--- config.mk ---
export PLATFORM = sky130hd
export DESIGN_NAME = fifo_ctrl_flat
export DESIGN_NICKNAME = d
export VERILOG_FILES = /design/src/rtl/fifo_ctrl_pkg.sv /design/src/rtl/fifo_ctrl_if.sv /design/src/rtl/fifo_ctrl_ptr.sv /design/src/rtl/fifo_ctrl.sv /design/src/flat_wrapper.sv
export SDC_FILE = /design/constraint.sdc
export NUM_CORES = 1
export LEC_CHECK = 0
export ABC_CLOCK_PERIOD_IN_PS = 2920
export CAP_MARGIN = 20
export CORE_MARGIN = 3
export CORE_UTILIZATION = 30
export CTS_CLUSTER_SIZE = 10
export DETAILED_ROUTE_END_ITERATION = 10
export PLACE_DENSITY = 0.61
export SYNTH_ARGS = -nofsm -noshare
export SYNTH_HDL_FRONTEND = slang
export SYNTH_SLANG_ARGS = --single-unit
export TNS_END_PERCENT = 20
--- constraint.sdc ---
create_clock -name clk -period 2.92 [get_ports clk]
set_clock_uncertainty 0.1 [all_clocks]
set_input_delay 0.584 -clock clk [delete_from_list [all_inputs] [get_ports clk]]
set_output_delay 0.584 -clock clk [all_outputs]
set_load 0.01 [all_outputs]
--- src/rtl/fifo_ctrl_pkg.sv ---
// fifo_ctrl_pkg: shared defaults for the fifo controller and its memory-side tops
package fifo_ctrl_pkg;
  localparam int DEF_ADDR_SIZE = 4;
  localparam int DEF_DATA_SIZE = 8;
  localparam int DEF_AF_LEVEL = 14;
  localparam int DEF_AE_LEVEL = 2;
endpackage

--- src/rtl/fifo_ctrl_if.sv ---
// fifo_ctrl_if: request/status bundle between a fifo user and the controller
interface fifo_ctrl_if import fifo_ctrl_pkg::*; #(parameter int ADDR_SIZE = DEF_ADDR_SIZE);
  logic push, pop, flush;
  logic [ADDR_SIZE-1:0] write_addr, read_addr;
  logic write_clk_en, write_full, read_empty;
  logic [ADDR_SIZE:0] count;
  logic almost_full, almost_empty, overflow, underflow;
  modport master (
    output push, pop, flush,
    input write_addr, read_addr, write_clk_en, write_full, read_empty, count,
    input almost_full, almost_empty, overflow, underflow
  );
  modport slave (
    input push, pop, flush,
    output write_addr, read_addr, write_clk_en, write_full, read_empty, count,
    output almost_full, almost_empty, overflow, underflow
  );
endinterface

--- src/rtl/fifo_ctrl_ptr.sv ---
// fifo_ctrl_ptr: binary wrap-around pointer with enable and synchronous clear
module fifo_ctrl_ptr import fifo_ctrl_pkg::*; #(
  parameter int W = DEF_ADDR_SIZE + 1
) (
  input  logic         clk,
  input  logic         rst,
  input  logic         en,
  input  logic         flush,
  output logic [W-1:0] ptr
);
  // advance on enable, clear on flush; wraps modulo 2**W
  always_ff @(posedge clk or posedge rst)
    if (rst) ptr <= '0;
    else if (flush) ptr <= '0;
    else if (en) ptr <= ptr + 1'b1;
endmodule

--- src/rtl/fifo_ctrl.sv ---
// fifo_ctrl: pointer, occupancy and status sequencer for a first-word-fall-through fifo
module fifo_ctrl import fifo_ctrl_pkg::*; #(
  parameter int ADDR_SIZE = DEF_ADDR_SIZE,
  parameter int AF_LEVEL = DEF_AF_LEVEL,
  parameter int AE_LEVEL = DEF_AE_LEVEL
) (
  input logic clk,
  input logic rst,
  fifo_ctrl_if.slave bus
);
  logic [ADDR_SIZE:0] wptr, rptr, wptr_n, rptr_n, count_n;
  logic acc_push, acc_pop;
  // requests are judged on the registered flags; flush masks both
  always_comb begin
    acc_push = bus.push & ~bus.write_full & ~bus.flush;
    acc_pop = bus.pop & ~bus.read_empty & ~bus.flush;
    wptr_n = bus.flush ? '0 : wptr + {{ADDR_SIZE{1'b0}}, acc_push};
    rptr_n = bus.flush ? '0 : rptr + {{ADDR_SIZE{1'b0}}, acc_pop};
    count_n = bus.flush ? '0 : bus.count + {{ADDR_SIZE{1'b0}}, acc_push} - {{ADDR_SIZE{1'b0}}, acc_pop};
  end
  fifo_ctrl_ptr #(.W(ADDR_SIZE + 1)) u_wptr (
    .clk(clk), .rst(rst), .en(acc_push), .flush(bus.flush), .ptr(wptr)
  );
  fifo_ctrl_ptr #(.W(ADDR_SIZE + 1)) u_rptr (
    .clk(clk), .rst(rst), .en(acc_pop), .flush(bus.flush), .ptr(rptr)
  );
  assign bus.write_addr = wptr[ADDR_SIZE-1:0];
  assign bus.read_addr = rptr[ADDR_SIZE-1:0];
  assign bus.write_clk_en = acc_push;
  // status registered from next-state values so no request reaches them combinationally
  always_ff @(posedge clk or posedge rst)
    if (rst) begin
      bus.count <= '0;
      bus.write_full <= 1'b0;
      bus.read_empty <= 1'b1;
      bus.almost_full <= 1'b0;
      bus.almost_empty <= 1'b1;
    end else begin
      bus.count <= count_n;
      bus.write_full <= (wptr_n[ADDR_SIZE] != rptr_n[ADDR_SIZE]) &&
                        (wptr_n[ADDR_SIZE-1:0] == rptr_n[ADDR_SIZE-1:0]);
      bus.read_empty <= wptr_n == rptr_n;
      bus.almost_full <= count_n >= (ADDR_SIZE + 1)'(AF_LEVEL);
      bus.almost_empty <= count_n <= (ADDR_SIZE + 1)'(AE_LEVEL);
    end
  // sticky error flags record rejected requests until flush or reset
  always_ff @(posedge clk or posedge rst)
    if (rst) begin
      bus.overflow <= 1'b0;
      bus.underflow <= 1'b0;
    end else begin
      bus.overflow <= ~bus.flush & (bus.overflow | (bus.push & bus.write_full));
      bus.underflow <= ~bus.flush & (bus.underflow | (bus.pop & bus.read_empty));
    end
endmodule

--- src/flat_wrapper.sv ---
// flat-port wrapper written by rule: the top's interface ports become plain ports
module fifo_ctrl_flat import fifo_ctrl_pkg::*;
#(
  parameter int ADDR_SIZE = DEF_ADDR_SIZE,
  parameter int AF_LEVEL = DEF_AF_LEVEL,
  parameter int AE_LEVEL = DEF_AE_LEVEL
)
  (clk, rst, bus_push, bus_pop, bus_flush, bus_write_addr, bus_read_addr, bus_write_clk_en, bus_write_full, bus_read_empty, bus_count, bus_almost_full, bus_almost_empty, bus_overflow, bus_underflow);
  fifo_ctrl_if #(.ADDR_SIZE(ADDR_SIZE)) bus_i ();
  input logic clk;
  input logic rst;
  input wire logic [$bits(bus_i.push)-1:0] bus_push;
  input wire logic [$bits(bus_i.pop)-1:0] bus_pop;
  input wire logic [$bits(bus_i.flush)-1:0] bus_flush;
  output wire logic [$bits(bus_i.write_addr)-1:0] bus_write_addr;
  output wire logic [$bits(bus_i.read_addr)-1:0] bus_read_addr;
  output wire logic [$bits(bus_i.write_clk_en)-1:0] bus_write_clk_en;
  output wire logic [$bits(bus_i.write_full)-1:0] bus_write_full;
  output wire logic [$bits(bus_i.read_empty)-1:0] bus_read_empty;
  output wire logic [$bits(bus_i.count)-1:0] bus_count;
  output wire logic [$bits(bus_i.almost_full)-1:0] bus_almost_full;
  output wire logic [$bits(bus_i.almost_empty)-1:0] bus_almost_empty;
  output wire logic [$bits(bus_i.overflow)-1:0] bus_overflow;
  output wire logic [$bits(bus_i.underflow)-1:0] bus_underflow;
  assign bus_i.push = bus_push;
  assign bus_i.pop = bus_pop;
  assign bus_i.flush = bus_flush;
  assign bus_write_addr = bus_i.write_addr;
  assign bus_read_addr = bus_i.read_addr;
  assign bus_write_clk_en = bus_i.write_clk_en;
  assign bus_write_full = bus_i.write_full;
  assign bus_read_empty = bus_i.read_empty;
  assign bus_count = bus_i.count;
  assign bus_almost_full = bus_i.almost_full;
  assign bus_almost_empty = bus_i.almost_empty;
  assign bus_overflow = bus_i.overflow;
  assign bus_underflow = bus_i.underflow;
  fifo_ctrl #(.ADDR_SIZE(ADDR_SIZE), .AF_LEVEL(AF_LEVEL), .AE_LEVEL(AE_LEVEL)) u_core (.clk(clk), .rst(rst), .bus(bus_i));
endmodule
==> summary.txt <==
Floorplanning
  – Die ar.: 0.005282 sq mm
  – Core ar.: 0.004144 sq mm
  – Initial Util: 32.19%
  – Top Ports: 25
  – Chip Height: 72.68 um
  – Cell row count: 23
  – Die W: 72.68 um

Logic synthesis
  – Post-synthesis sequential area ratio: 39.59%
  – Seq cells post-synth: 21
  – Yosys warnings: 0
  – Commonest cells post-synth: dfrtp_1, nor2_1, xnor2_1, nand2_1, xor2_1
  – Synth Instances: 134
  – Syn_area_per_cell: 9.954 sq um
  – Syn nets: 149
  – Post-Syn Area: 0.001334 sq mm
  – Cell with the most instances after synthesis: dfrtp_1
  – Synth top area cells: dfrtp_1, ha_1, xnor2_1
  – Cell variety after synth: 31
  – Synth Flop Type: dfrtp_1
  – Ys async rst share: 100.0%
  – Largest area contributor in the netlist: dfrtp_1
  – Top cell type's share of synthesized area: 35.65%
  – Post-synth EDFFs: 0

Run
  – Max-cap violations: 0

Cells and area
  – Fin util: 40.58%
  – Ant diodes: 0
  – Layout Nets: 176
  – Synthesis-to-finish area growth: 26.08%
  – Layout cells sized above 1: 18.13%
  – Post-route cell area: 0.001682 sq mm
  – Layout Cells excl Fill: 210

Critical path
  – Worst path top cell family by delay: buffers and inverters
  – Crit start category: input port
  – Worst Path Arrival: 2.80 ns
  – Most frequent CP cell: inv_1
  – Crit end category: register
  – Critical-path cell list: clkdlybuf4s50_1 -> nor2b_2 -> nand2_1 -> a21oi_1 -> ha_2 -> inv_1 -> fa_1 -> nor2b_1 -> or3_1 -> inv_1 -> a2111oi_2
  – Worst Path Buf+Inv: 3
  – Worst path max stage delay: 0.49 ns
  – Critical path required time: 2.97 ns
  – Crit path kind: input port to register
  – Max Fanout on Critical Path: 3
  – Slowest CP cell: clkdlybuf4s50_1

Status
  – Status: complete, no violations

Global routing
  – First-pass GRT wire length: 4.692 mm
  – Gr ovfl total: 0
  – Total GRT Usage: 10.99%
  – Vias in the first global route: 1001
  – Pin count of the biggest net entering global routing: 22
  – Antenna violations before repair: 0

Route
  – DRT Pass-1 Iters: 4
  – Final wirelength: 2.589 mm
  – Drt via density: 4.605
  – DRT iter0 DRCs: 22
  – Post-DRT Antenna Nets: 0
  – DR vias: 967
  – WL/cell: 12.33 um
  – DRC: 0

Timing
  – Final Cycle Share: 94.16%
  – Fin crit period: 2.749 ns
  – Final Slew Violations: 0
  – Worst-Margin Slew: 0.8032 ns
  – Unrepaired setup endpoints after global routing: no
  – Hold Slack: 0.4063 ns
  – Setup TNS: 0 ns
  – Final setup viols: 0
  – Hold Fails Final Rpt: 0
  – Relative slew margins: 46.39%
  – Fmax: 363.7 MHz
  – Post-route setup slack: 0.1705 ns

Min path
  – Hold WC Path Type: register to register

Power
  – P_int: 623.4 uW
  – Sw Pwr: 294.0 uW
  – Total power draw: 917.4 uW
  – Leak Pwr: 0.7606 nW
  – Pwr per Cell Area: 545.6 mW/mm^2
  – Seq pwr share: 40.7%
  – Worst VDD drop: 0.3234 mV
  – Comb power frac: 38.7%
  – Clock power frac: 20.6%
  – Sw Share: 32.05%

CTS
  – H-tree Lvls: 1
  – CTS tree: done
  – Clock buffer count from CTS: 3
  – CTS max path bufs: 2
  – Clock transition at path regs: 0.08 ns
  – Worst skew pair latency: 0.25 ns
  – Clock tree sinks: 21
  – Postcts setup bufs: 0
  – Root buf cell: clkbuf_8

Placement
  – Port Buffers: 24
  – Placed cells: 206
  – Placed instance area: 0.001624 sq mm
  – Final HPWL DP: 2.073 mm
  – DP Worst Slack: -0.2712 ns
  – GP Congestion: 0.8385
## placed cells by master (no fill, tap or decap), drive strengths merged
cell / synthesis / layout
clkdlybuf4s50: 0 / 24
dfrtp: 19 / 19
nor2: 16 / 16
xnor2: 12 / 12
xor2: 12 / 12
nand2: 10 / 10
buf: 10 / 10
inv: 9 / 9
ha: 9 / 9
a21oi: 7 / 7
nand3: 5 / 5
nor2b: 5 / 5
nand4: 3 / 3
clkbuf: 2 / 3
dfstp: 2 / 2
nand2b: 2 / 2
a21o: 1 / 1
or3: 1 / 1
o21ai: 1 / 1
nor3b: 1 / 1
a2111oi: 1 / 1
a31o: 1 / 1
nor3: 1 / 1
nor4: 1 / 1
a41o: 1 / 1
and2: 1 / 1
fa: 1 / 1
clkinv: 0 / 1
## logic make-up after synthesis
family / synth area share, %
AND/OR/NAND/NOR: 18.39
adder cells (fa/ha/maj): 9.944
buffers and inverters: 9.098
AO/OA/AOI/OAI: 6.097
flip-flops: 39.59
XOR/XNOR: 16.89
## power by group through the flow
stage	clock network, mW	logic, mW	registers, mW
2_1_floorplan	0	0.199	0.390
3_3_place_gp	0	0.341	0.377
3_5_place_dp	0	0.347	0.379
4_1_cts	0.198	0.350	0.373
5_1_grt	0.215	0.397	0.381
6_report	0.189	0.355	0.373
## repair_timing
action	in CTS	in global routing
endpoints found under the setup margin	0	2
hold endpoints to repair	0	0
hold buffers	0	0
gates resized for setup	0	4
## worst paths after layout
kind / start / to / slack (ns) / cells past startpoint
max reg2reg: u_core.bus.read_empty / u_core.bus.almost_empty / 0.47 / 10
max: bus_push / u_core.bus.almost_empty / 0.17 / 11
min reg2reg: u_core.bus.overflow / u_core.bus.overflow / 0.41 / 2
min in group asynchronous: rst / u_core.bus.count[4] / 0.68 / 2
max in group asynchronous: rst / u_core.bus.count[0] / 1.55 / 2
min: u_core.bus.overflow / u_core.bus.overflow / 0.41 / 2
## flip-flops by register name, indices dropped and copies added (netlist names)
register                 count
u_core.bus.read_empty        1
u_core.u_rptr.ptr            5
u_core.bus.count             5
u_core.bus.overflow          1
u_core.u_wptr.ptr            5
u_core.bus.almost_empty      1
u_core.bus.almost_full       1
u_core.bus.underflow         1
u_core.bus.write_full        1
## worst min-delay path, delay by kind of cell, from the launching register on
family / cells / cell delay, ns
simple gates: 1 / 0.08
flops: 1 / 0.35
compound gates: 1 / 0.04
## final cells by class
| type | count | area, sq um |
|---|---|---|
| fillers | 419 | 2462 |
| repair buffers | 34 | 315.3 |
| flip-flops and latches | 21 | 528.0 |
| well taps | 50 | 62.56 |
| clock buffers | 3 | 41.29 |
| multi-input cells | 92 | 695.7 |
| inverters | 9 | 33.78 |
| clock inverters | 1 | 5.005 |
## per-layer routing
layer / vias up / GRT usage, % / wire, um
li1: 476 / - / -
met4: 0 / 1.844 / 17
met3: 4 / 2.617 / 131
met5: - / 0 / 0
met2: 22 / 18.54 / 1211
met1: 465 / 14.53 / 1229
(Power assumes the default switching activity.)
